**src/rtl/bsg_mem_1rw_sync_rv_client.sv**
```systemverilog
// Ready/valid front end for a single-port synchronous RAM.
// Read data returns through an in-order, credit-guarded response FIFO.
module bsg_mem_1rw_sync_rv_client #(
   parameter int width_p       = 8,
   parameter int els_p         = 16,
   parameter int addr_width_lp = (els_p > 1) ? $clog2(els_p) : 1,
   parameter int resp_els_p    = 3
) (
   input  logic                     clk_i,
   input  logic                     reset_n_i,
   input  logic                     v_i,
   input  logic                     w_i,
   input  logic [addr_width_lp-1:0] addr_i,
   input  logic [width_p-1:0]       data_i,
   output logic                     ready_o,
   output logic                     mem_v_o,
   output logic                     mem_w_o,
   output logic [addr_width_lp-1:0] mem_addr_o,
   output logic [width_p-1:0]       mem_data_o,
   input  logic [width_p-1:0]       mem_data_i,
   output logic                     v_o,
   output logic [width_p-1:0]       data_o,
   input  logic                     yumi_i
);

   localparam int cnt_w_lp = $clog2(resp_els_p + 1);
   localparam int ptr_w_lp = (resp_els_p > 1) ? $clog2(resp_els_p) : 1;
   localparam logic [ptr_w_lp-1:0] ptr_last_lp = ptr_w_lp'(resp_els_p - 1);
   localparam logic [cnt_w_lp:0] credits_lp = (cnt_w_lp + 1)'(resp_els_p);

   logic                inflight_q, inflight_d;
   logic [cnt_w_lp-1:0] count_q, count_d;
   logic [ptr_w_lp-1:0] head_q, head_d;
   logic [ptr_w_lp-1:0] tail_q, tail_d;
   logic [width_p-1:0]  fifo_q [resp_els_p];
   logic [cnt_w_lp:0]   used;
   logic                enq, deq;

   // A request may issue only if every outstanding read has a FIFO slot.
   always_comb begin
      used    = {1'b0, count_q} + {{cnt_w_lp{1'b0}}, inflight_q};
      ready_o = reset_n_i & (used < credits_lp);
   end

   assign mem_v_o    = v_i & ready_o;
   assign mem_w_o    = w_i;
   assign mem_addr_o = addr_i;
   assign mem_data_o = data_i;

   assign enq    = inflight_q;
   assign deq    = yumi_i;
   assign v_o    = (count_q != '0);
   assign data_o = fifo_q[head_q];

   // Next state: in-flight flag, occupancy and wrapping pointers.
   always_comb begin
      inflight_d = mem_v_o & ~w_i;
      count_d    = count_q;
      head_d     = head_q;
      tail_d     = tail_q;
      if (enq) begin
         tail_d = (tail_q == ptr_last_lp) ? '0 : tail_q + 1'b1;
      end
      if (deq) begin
         head_d = (head_q == ptr_last_lp) ? '0 : head_q + 1'b1;
      end
      case ({enq, deq})
         2'b10:   count_d = count_q + 1'b1;
         2'b01:   count_d = count_q - 1'b1;
         default: count_d = count_q;
      endcase
   end

   // Control registers; reset drops any in-flight read and queued data.
   always_ff @(posedge clk_i) begin
      if (!reset_n_i) begin
         inflight_q <= 1'b0;
         count_q    <= '0;
         head_q     <= '0;
         tail_q     <= '0;
      end else begin
         inflight_q <= inflight_d;
         count_q    <= count_d;
         head_q     <= head_d;
         tail_q     <= tail_d;
      end
   end

   // Response storage; slot contents only matter once counted.
   always_ff @(posedge clk_i) begin
      if (enq) begin
         fifo_q[tail_q] <= mem_data_i;
      end
   end

   // Simulation-only protocol checks.
   always_ff @(posedge clk_i) begin
      if (reset_n_i) begin
         assert (!(yumi_i && !v_o))
            else $error("yumi_i asserted while v_o is low");
         assert (!(mem_v_o && (els_p > 1) && (int'(addr_i) >= els_p)))
            else $error("accepted address out of range");
         assert (!(enq && !deq && (int'(count_q) == resp_els_p)))
            else $error("response fifo overflow");
      end
   end

endmodule

```
**config.mk**
```make
export PLATFORM = sky130hd
export DESIGN_NAME = bsg_mem_1rw_sync_rv_client
export DESIGN_NICKNAME = d
export VERILOG_FILES = /design/src/rtl/bsg_mem_1rw_sync_rv_client.sv
export SDC_FILE = /design/constraint.sdc
export NUM_CORES = 1
export LEC_CHECK = 0
export BUFFER_PORTS_ARGS = -buffer_cell sky130_fd_sc_hd__buf_4
export CAP_MARGIN = 20
export CORE_MARGIN = 10
export CORE_UTILIZATION = 50
export CTS_CLUSTER_DIAMETER = 80
export DETAILED_ROUTE_END_ITERATION = 6
export PLACE_DENSITY = 0.78
export SYNTH_ARGS = -nofsm -noshare
export SYNTH_HDL_FRONTEND = slang
export SYNTH_SLANG_ARGS = --single-unit
```
**constraint.sdc**
```tcl
create_clock -name clk_i -period 4.2 [get_ports clk_i]
set_input_delay 0.63 -clock clk_i [delete_from_list [all_inputs] [get_ports clk_i]]
set_output_delay 0.63 -clock clk_i [all_outputs]
set_load 0.02 [all_outputs]
```
==> impl_metrics.yaml, run 1 <==
timing:
  tightest_slew_ps: 642
  tns_ps: 0
  hold_slack_ps: 501
  maxSlewViolCount: 0
  skew_ps: 6.27
  rsz0062_at_grt: "false"
  fin_crit_ps: 2450
  relSlewSlack_pct: 57.1
  setup_slack_ps: 1750
  fmax_mhz: 408
  hold_viol_final: 0
  fin_crit_sh_pct: 58.4
  setup_viol: 0
power:
  finalPower_mw: 0.603
  p_comb_share_pct: 12.5
  power_frac_clock_pct: 26.3
  p_int_mw: 0.460
  netSwitchingFraction_pct: 23.8
  powerDensity_nw_per_um2: 397
  pwr-share-seq_pct: 61.2
  p_sw_mw: 0.143
  peakVddDrop_uv: 316
  power_leakage_nw: 0.586
detailed_routing:
  wirelength_um: 2290
  routedWlPerCell_um: 15.2
  viasPerCell: 5.19
  drt_iter0_markers: 23
  firstDrtPassIters: 4
  drtAntennaViolNets: 0
  vias: 778
  drc: 0
cells_and_area:
  finish.utilization_pct: 60.3
  finalNetCount: 147
  fin_cells: 150
  diodes: 0
  fin_area_sq_um: 1520
  drive_gt1_share_pct: 28.3
  fillerInstances: 208
  area_delta_synth_final_pct: 12.6
synth:
  syn_nets: 130
  synth-compound-area-share_pct: 5.56
  synth_xor_area_share_pct: 1.30
  synth_top_family_by_area: "buffers and inverters"
  syn_inst: 102
  synthesis.area_sq_um: 1350
  syn_area_per_cell_sq_um: 13.2
  synth_adder_area_share_pct: 2.78
  synth_simple_gate_area_share_pct: 8.24
  yosys_warnings: 0
  ys_types: 24
  ys_ff_latch: 33
  yosysSeqAreaShare_pct: 66.7
  synthMuxAreaShare_pct: 6.76
flow_run:
  drv_cap: 0
run_status:
  status: "finished clean"
global_route:
  grt_overflow_total: 0
  grt_pass1_wl_um: 3660
  track_usage_pct: 9.20
  grt_antenna_before_repair: 0
  grt_start_max_net_pins: 17
  grt_pass1_vias: 815
critical_path:
  crit_chain: "ha_1, ha_1, a211oi_1, and2_1, buf_4"
  critPathBufInv: 1
  r2r_start: "count_q[0]$_SDFFE_PN0P_"
  r2r-end: "enq$_SDFF_PN0_"
  cp.required_ps: 3570
  critPathArrivalTime_ps: 1820
  critPathTopFamily: "adder cells"
  path_class: "register to primary output"
  end_kind: "primary output"
  reg2reg_depth: 4
  cp_common_cell: "ha_1"
  crit_start: "count_q[0]$_SDFFE_PN0P_"
  crit_fanout: 4
  cp_slowest_cell: "dfxtp_1"
  r2r_setup_slack_ps: 2750
  cp_slowest_stage_delay_ps: 360
  start_kind: "register"
die:
  fp.dieH_um: 72.0
  rows: 18
  core_area_sq_um: 2520
  initial_core_util_pct: 53.6
  num_io_pins: 49
  die-area_sq_um: 5180
  die_w_um: 72.0
clocking:
  cts_inserted_buffers: 5
  ctsHoldBuffers: 0
  cts.path.max_buffers: 2
  htreeDepth: 2
  post_cts.repair.setup_buffers: 0
  cts_tree: "yes"
  clock_latency_ps: 320
  clock_sinks: 33
  clockRootBuffer: "clkbuf_4"
  clkTransAtPathRegs_ps: 90
  cts.repair.resized: 0
hold_path:
  min_from: "mem_data_i[0]"
  whs_path_depth: 1
  hp-class: "primary input to register"
  hold_end: "fifo_q[2][0]$_DFFE_PP_"
placed_design:
  dp_slack_ps: 2100
  gp_congestion: 0.711
  dpl_cell_area_sq_um: 1470
  hpwl_um: 1740
  placed_cells: 142
  io_buffer_count: 24
==> routing by layer <==
| metal | share of wire (%) | up-vias | track usage (%) | routed length, um |
|---|---|---|---|---|
| li1 | - | 383 | - | - |
| met1 | 34 | 345 | 7.61 | 776 |
| met2 | 49 | 28 | 14.9 | 1110 |
| met3 | 11 | 22 | 5.85 | 260 |
| met4 | 5.9 | 0 | 8.17 | 136 |
| met5 | 0 | - | 0 | 0 |
==> how the worst max path moves through the flow <==
stage          slack (ps)  endpoint  cells past startpoint
6_report             1750   mem_v_o                      5
5_1_grt              1630   mem_v_o                      5
4_1_cts              1730   mem_v_o                      5
3_5_place_dp         2100   mem_v_o                      5
3_3_place_gp         2150   mem_v_o                      5
2_1_floorplan        1800   mem_v_o                      4
==> cell families after synthesis <==
logic type	after synthesis
DFF	33
and+or+nand+nor	23
buffers and inverters	18
AOI/OAI and AO/OA	14
muxes	9
adders and majority gates	3
xor gates and xnor gates	2
==> cells in the mapped netlist (all sizes together) <==
library cell / instances / area share (%)
a21oi: 3 / 1.1
nor2b: 1 / 0.46
o21a: 1 / 0.56
dfxtp: 9 / 13
inv: 3 / 0.83
and3b: 2 / 1.3
a211oi: 1 / 0.56
and2: 1 / 0.46
mux2i: 8 / 5.9
nor3: 1 / 0.37
ha: 3 / 2.8
xnor2: 1 / 0.65
nor3b: 1 / 0.56
nor2: 5 / 1.4
edfxtp: 24 / 53
nand2: 10 / 2.8
buf: 14 / 7.6
or2: 1 / 0.46
clkbuf: 1 / 0.28
or3: 1 / 0.46
mux2: 1 / 0.83
xor2: 1 / 0.65
o21ai: 9 / 3.3
==> final cells by class <==
class                   instances  area (sq um)  area share (%)
flip-flops and latches         33           901            59.2
multi-input cells              51           333            21.9
inverters                       3          11.3           0.740
clock buffers                   6          41.3            2.71
well taps                      30          37.5            2.47
clock inverters                 2          10.0           0.658
repair buffers                 25           188            12.3
==> power by group through the flow <==
| stage | clock [mW] | combinational (mW) | sequential (mW) |
|---|---|---|---|
| floorplan | 0 | 0.0625 | 0.371 |
| global placement | 0 | 0.0737 | 0.376 |
| detailed placement | 0 | 0.0767 | 0.377 |
| CTS | 0.162 | 0.0770 | 0.370 |
| global route | 0.180 | 0.0828 | 0.371 |
| finish | 0.159 | 0.0756 | 0.369 |
==> registers in the layout, summed over array words and instances, names as in the netlist, named ones only <==
register  count
count_q       2
enq           1
fifo_q       24
head_q        2
tail_q        2
==> layout by cell type, fill, tap and decap left out, types with 2 or more instances in the layout <==
master	Yosys	routed
o21ai_0	9	9
inv_1	3	3
ha_1	3	3
nor2_1	5	5
mux2i_1	8	8
nand2_1	10	10
edfxtp_1	24	24
dfxtp_1	9	9
clkinv_2	0	2
buf_4	13	25
and3b_1	2	2
a21oi_1	3	3
clkbuf_4	0	5
Power figures use the tool's default switching activity.
==> run 2, diff against run 1 <==
--- a/config.mk
+++ b/config.mk
@@ -8,10 +8,10 @@
 export BUFFER_PORTS_ARGS = -buffer_cell sky130_fd_sc_hd__buf_4
 export CAP_MARGIN = 20
 export CORE_MARGIN = 10
-export CORE_UTILIZATION = 50
+export CORE_UTILIZATION = 48
 export CTS_CLUSTER_DIAMETER = 80
 export DETAILED_ROUTE_END_ITERATION = 6
-export PLACE_DENSITY = 0.78
+export PLACE_DENSITY = 0.75
 export SYNTH_ARGS = -nofsm -noshare
 export SYNTH_HDL_FRONTEND = slang
 export SYNTH_SLANG_ARGS = --single-unit
==> constraint.sdc (replaced) <==
create_clock -name clk_i -period 2.4 [get_ports clk_i]
set_input_delay 0.36 -clock clk_i [delete_from_list [all_inputs] [get_ports clk_i]]
set_output_delay 0.36 -clock clk_i [all_outputs]
set_load 0.02 [all_outputs]
==> run 2 against run 1 <==
Utilization shrank 3.7 points. Final cell count grew 0.67%. Routed wire length grew 6.6%. Hold slack lost 280 ps. Register-to-register slack lost 1800 ps. Global-route usage shrank 0.18 points. Clock power grew 140%. Critical path depth is the same. Sequential cell count is the same. Sequential share of layout area shrank 0.96 points. Combinational power grew 72%. Sequential power grew 75%. Largest power group unchanged.
==> impl_metrics.yaml, run 2 (same netlist as run 1, synthesis figures left out) <==
run_status:
  status: "finished clean"
die:
  fp.dieH_um: 73.1
  initial_core_util_pct: 49.4
  die_w_um: 73.1
  die-area_sq_um: 5340
  num_io_pins: 49
  rows: 19
  core_area_sq_um: 2730
clocking:
  cts.repair.resized: 0
  cts_inserted_buffers: 5
  ctsHoldBuffers: 0
  clockRootBuffer: "clkbuf_4"
  post_cts.repair.setup_buffers: 0
  clock_latency_ps: 320
  clock_sinks: 33
  cts_tree: "yes"
  clkTransAtPathRegs_ps: 100
  htreeDepth: 2
  cts.path.max_buffers: 2
hold_path:
  whs_path_depth: 1
  hp-class: "primary input to register"
  hold_end: "fifo_q[2][2]$_DFFE_PP_"
  min_from: "mem_data_i[2]"
cells_and_area:
  mostFrequentLayoutCells: "buf_4, edfxtp_1, nand2_1"
  final_common_cell: "buf_4"
  drive_gt1_share_pct: 27.5
  top_register: "fifo_q"
  diodes: 0
  fin_area_sq_um: 1550
  area_delta_synth_final_pct: 14.4
  finalNetCount: 147
  largest_reg_flops: 24
placed_design:
  dpl_cell_area_sq_um: 1470
  dp_slack_ps: 557
  hpwl_um: 1820
  gp_congestion: 0.691
  io_buffer_count: 24
power:
  finalPower_mw: 1.17
  power_frac_clock_pct: 33.4
  peakVddDrop_uv: 582
  power_leakage_nw: 0.594
  p_sw_mw: 0.256
  netSwitchingFraction_pct: 21.9
  powerDensity_nw_per_um2: 754
  p_comb_share_pct: 11.2
  pwr-share-seq_pct: 55.4
  p_int_mw: 0.910
timing:
  fin_crit_sh_pct: 90.3
  skew_ps: 8.37
  tightest_slew_ps: 779
  maxSlewViolCount: 0
  hold_viol_final: 0
  relSlewSlack_pct: 47.9
  setup_slack_ps: 232
  hold_slack_ps: 218
  fin_crit_ps: 2170
  fmax_mhz: 461
  tns_ps: 0
  rsz0062_at_grt: "false"
  setup_viol: 0
critical_path:
  r2r_setup_slack_ps: 980
  r2r_start: "enq$_SDFF_PN0_"
  start_kind: "register"
  path_class: "register to primary output"
  cp.required_ps: 2040
  end_kind: "primary output"
  crit_chain: "ha_1, ha_1, a211oi_1, and2_1, buf_4"
  cp_slowest_stage_delay_ps: 360
  crit_start: "count_q[0]$_SDFFE_PN0P_"
  cp_common_cell: "ha_1"
  cp_slowest_cell: "dfxtp_1"
  r2r-end: "fifo_q[2][6]$_DFFE_PP_"
  reg2reg_depth: 2
  crit_fanout: 4
  critPathArrivalTime_ps: 1810
flow_run:
  drv_cap: 0
detailed_routing:
  drc: 0
  vias: 782
  viasPerCell: 5.18
  drtAntennaViolNets: 0
  routedWlPerCell_um: 16.1
  wirelength_um: 2440
  firstDrtPassIters: 4
  drt_iter0_markers: 29
global_route:
  grt_antenna_before_repair: 0
  grt_pass1_wl_um: 3640
  grt_overflow_total: 0
  grt_pass1_vias: 847
  track_usage_pct: 9.03
  grt_start_max_net_pins: 17
==> run 2: layer usage <==
layer / vias up / part of all wire [%] / wire (um) / GRT usage [%]
li1: 379 / - / - / -
met1: 361 / 39 / 948 / 8.02
met2: 35 / 49 / 1190 / 15.0
met3: 7 / 11 / 266 / 6.80
met4: 0 / 1.4 / 35 / 3.80
met5: - / 0 / 0 / 0
==> run 2: power groups by stage <==
stage               combinational, mW  sequential (mW)  clock [mW]
finish                          0.130            0.646       0.389
global route                    0.145            0.649       0.425
CTS                             0.134            0.647       0.405
detailed placement              0.133            0.660           0
global placement                0.128            0.659           0
floorplan                       0.109            0.650           0
==> run 2: cell type report <==
| cell class | count | area [sq um] |
|---|---|---|
| Clock inverter | 2 | 33.8 |
| Tap cell | 31 | 38.8 |
| Clock buffer | 6 | 41.3 |
| Sequential cell | 33 | 901 |
| Timing Repair Buffer | 25 | 188 |
| Fill cell | 236 | 1190 |
| Inverter | 3 | 11.3 |
| Multi-Input combinational cell | 51 | 333 |
==> run 2: worst max-delay path: cells and delay by family (launching register included) <==
kind                       cells  cell delay (ps)
adders and majority gates      2              470
DFF                            1              360
AOI/OAI and AO/OA              1              320
and+or+nand+nor                1              180
buffers and inverters          1              140
==> run 2: stage by stage <==
| step | instances | util [%] |
|---|---|---|
| 2_1_floorplan | 102 | - |
| 6_report | 151 | 56.6 |
| 4_1_cts | 151 | 56.6 |
| 3_5_place_dp | 143 | 53.8 |
| 3_3_place_gp | 143 | 53.8 |
| 5_1_grt | 151 | 56.6 |
==> run 2: worst max-delay path by stage <==
stage | end | slack [ps] | cells past startpoint
2_1_floorplan | mem_v_o | 270 | 4
5_1_grt | mem_v_o | 70 | 5
3_3_place_gp | mem_v_o | 630 | 5
6_report | mem_v_o | 230 | 5
4_1_cts | mem_v_o | 180 | 5
3_5_place_dp | mem_v_o | 560 | 5
==> run 3, diff against run 2 <==
--- a/config.mk
+++ b/config.mk
@@ -7,10 +7,12 @@
 export LEC_CHECK = 0
 export BUFFER_PORTS_ARGS = -buffer_cell sky130_fd_sc_hd__buf_4
 export CAP_MARGIN = 20
+export CORE_ASPECT_RATIO = 0.8
 export CORE_MARGIN = 10
 export CORE_UTILIZATION = 48
 export CTS_CLUSTER_DIAMETER = 80
 export DETAILED_ROUTE_END_ITERATION = 6
+export GPL_TIMING_DRIVEN = 0
 export PLACE_DENSITY = 0.75
 export SYNTH_ARGS = -nofsm -noshare
 export SYNTH_HDL_FRONTEND = slang
==> run 3 against run 2 <==
Setup slack got worse by 40 ps. Sequential share of layout area down 6.2 points. Highest routed layer unchanged. Fmax decreased by 1.8%. Combinational power increased by 45%. Cell area grew 12%. Critical path type unchanged. Routed wire length grew 17%. Global-route usage increased by 1.8 points. Clock skew fell by 4.3 ps. Largest cell class unchanged. Die area grew 0.24%. Clock power is 26% lower.
==> impl_metrics.yaml, run 3 (same netlist as run 1, synthesis figures left out) <==
detailed_routing:
  routedWlPerCell_um: 15.4
  drc: 0
  vias: 889
  viasPerCell: 4.81
  drtAntennaViolNets: 0
  firstDrtPassIters: 4
  drt_iter0_markers: 66
  wirelength_um: 2850
die:
  core_area_sq_um: 2720
  die_w_um: 79.3
  rows: 17
  initial_core_util_pct: 49.6
  die-area_sq_um: 5350
  fp.dieH_um: 67.5
  num_io_pins: 49
clocking:
  cts.path.max_buffers: 2
  clkTransAtPathRegs_ps: 100
  post_cts.repair.setup_buffers: 0
  cts_inserted_buffers: 5
  htreeDepth: 2
  clockRootBuffer: "clkbuf_4"
  ctsHoldBuffers: 0
  cts.repair.resized: 0
  clock_latency_ps: 320
  clock_sinks: 33
  cts_tree: "yes"
timing:
  hold_slack_ps: 231
  skew_ps: 4.08
  setup_viol: 0
  hold_viol_final: 0
  relSlewSlack_pct: 53.3
  rsz0062_at_grt: "false"
  fin_crit_ps: 2210
  tns_ps: 0
  fin_crit_sh_pct: 92.0
  fmax_mhz: 453
  tightest_slew_ps: 699
  maxSlewViolCount: 0
critical_path:
  r2r_start: "enq$_SDFF_PN0_"
  end_kind: "primary output"
  critPathArrivalTime_ps: 1850
  path_class: "register to primary output"
  r2r_setup_slack_ps: 900
  reg2reg_depth: 3
  crit_fanout: 4
  r2r-end: "fifo_q[0][2]$_DFFE_PP_"
  cp.required_ps: 2040
  start_kind: "register"
cells_and_area:
  fin_cells: 185
  final_common_cell: "buf_4"
  area_delta_synth_final_pct: 28.1
  finalNetCount: 174
  fin_area_sq_um: 1730
  largest_reg_flops: 24
  mostFrequentLayoutCells: "buf_4, edfxtp_1, nand2_1"
  drive_gt1_share_pct: 41.5
  fillerInstances: 231
  top_register: "fifo_q"
  diodes: 0
placed_design:
  dpl_cell_area_sq_um: 1680
  hpwl_um: 2270
  placed_cells: 177
  io_buffer_count: 36
  gp_congestion: 0.819
flow_run:
  drv_cap: 0
run_status:
  status: "finished clean"
global_route:
  grt_antenna_before_repair: 0
  grt_pass1_vias: 943
  grt_pass1_wl_um: 4420
  grt_start_max_net_pins: 12
  track_usage_pct: 10.8
  grt_overflow_total: 0
hold_path:
  hp-class: "primary input to register"
  min_from: "mem_data_i[4]"
  whs_path_depth: 1
  hold_end: "fifo_q[1][4]$_DFFE_PP_"
power:
  peakVddDrop_uv: 411
  powerDensity_nw_per_um2: 644
  power_leakage_nw: 0.711
## run 3: worst max-delay path by stage
| stage | end | slack, ps | startpoint | cells past startpoint |
|---|---|---|---|---|
| 3_5_place_dp | mem_v_o | 520 | count_q[0]$_SDFFE_PN0P_ | 5 |
| 5_1_grt | mem_v_o | 40 | count_q[0]$_SDFFE_PN0P_ | 5 |
| 4_1_cts | mem_v_o | 130 | count_q[0]$_SDFFE_PN0P_ | 5 |
| 2_1_floorplan | mem_v_o | 270 | count_q[0]$_SDFFE_PN0P_ | 4 |
| 6_report | mem_v_o | 190 | count_q[0]$_SDFFE_PN0P_ | 5 |
| 3_3_place_gp | fifo_q[0][3]$_DFFE_PP_ | 490 | enq$_SDFF_PN0_ | 2 |
## run 3: worst max-delay path, cell delays in order (launching register included)
cell	delay, ps
dfxtp_1	360
ha_1	220
ha_1	280
a211oi_1	350
and2_1	180
buf_4	140
## run 3: area by class of cell
cell class,instances,area [sq um],area share [%]
clock inverters,3,17.5,1.01
clock buffers,5,37.5,2.17
repair buffers,37,278,16.0
plain buffers,15,106,6.14
inverters,3,11.3,0.650
flip-flops and latches,33,901,52.0
well taps,38,47.5,2.75
multi-input cells,51,333,19.2
## run 3: per-layer routing
layer | GRT usage (%) | share of wire, % | vias up | wire (um)
li1 | - | - | 437 | -
met1 | 10.7 | 40 | 407 | 1130
met2 | 17.6 | 46 | 43 | 1300
met3 | 7.29 | 14 | 2 | 393
met4 | 4.69 | 0.56 | 0 | 16
met5 | 0 | 0 | - | 0
## run 3: power breakdown
group | total, mW | internal [mW] | switching, mW
Clock | 0.287 | 0.110 | 0.176
Sequential | 0.640 | 0.628 | 0.0121
Combinational | 0.188 | 0.0925 | 0.0951
Total | 1.11 | 0.831 | 0.284
## run 3: metrics by stage
stage / total power [mW] / setup WS (ps) / utilization, %
final: 1.11 / 192 / 63.6
after global routing: 1.17 / 41.1 / 63.6
after global placement: 0.836 / 491 / 61.3
after detailed placement: 0.844 / 519 / 61.6
after floorplan: 0.759 / 271 / -
after CTS: 1.13 / 131 / 63.6
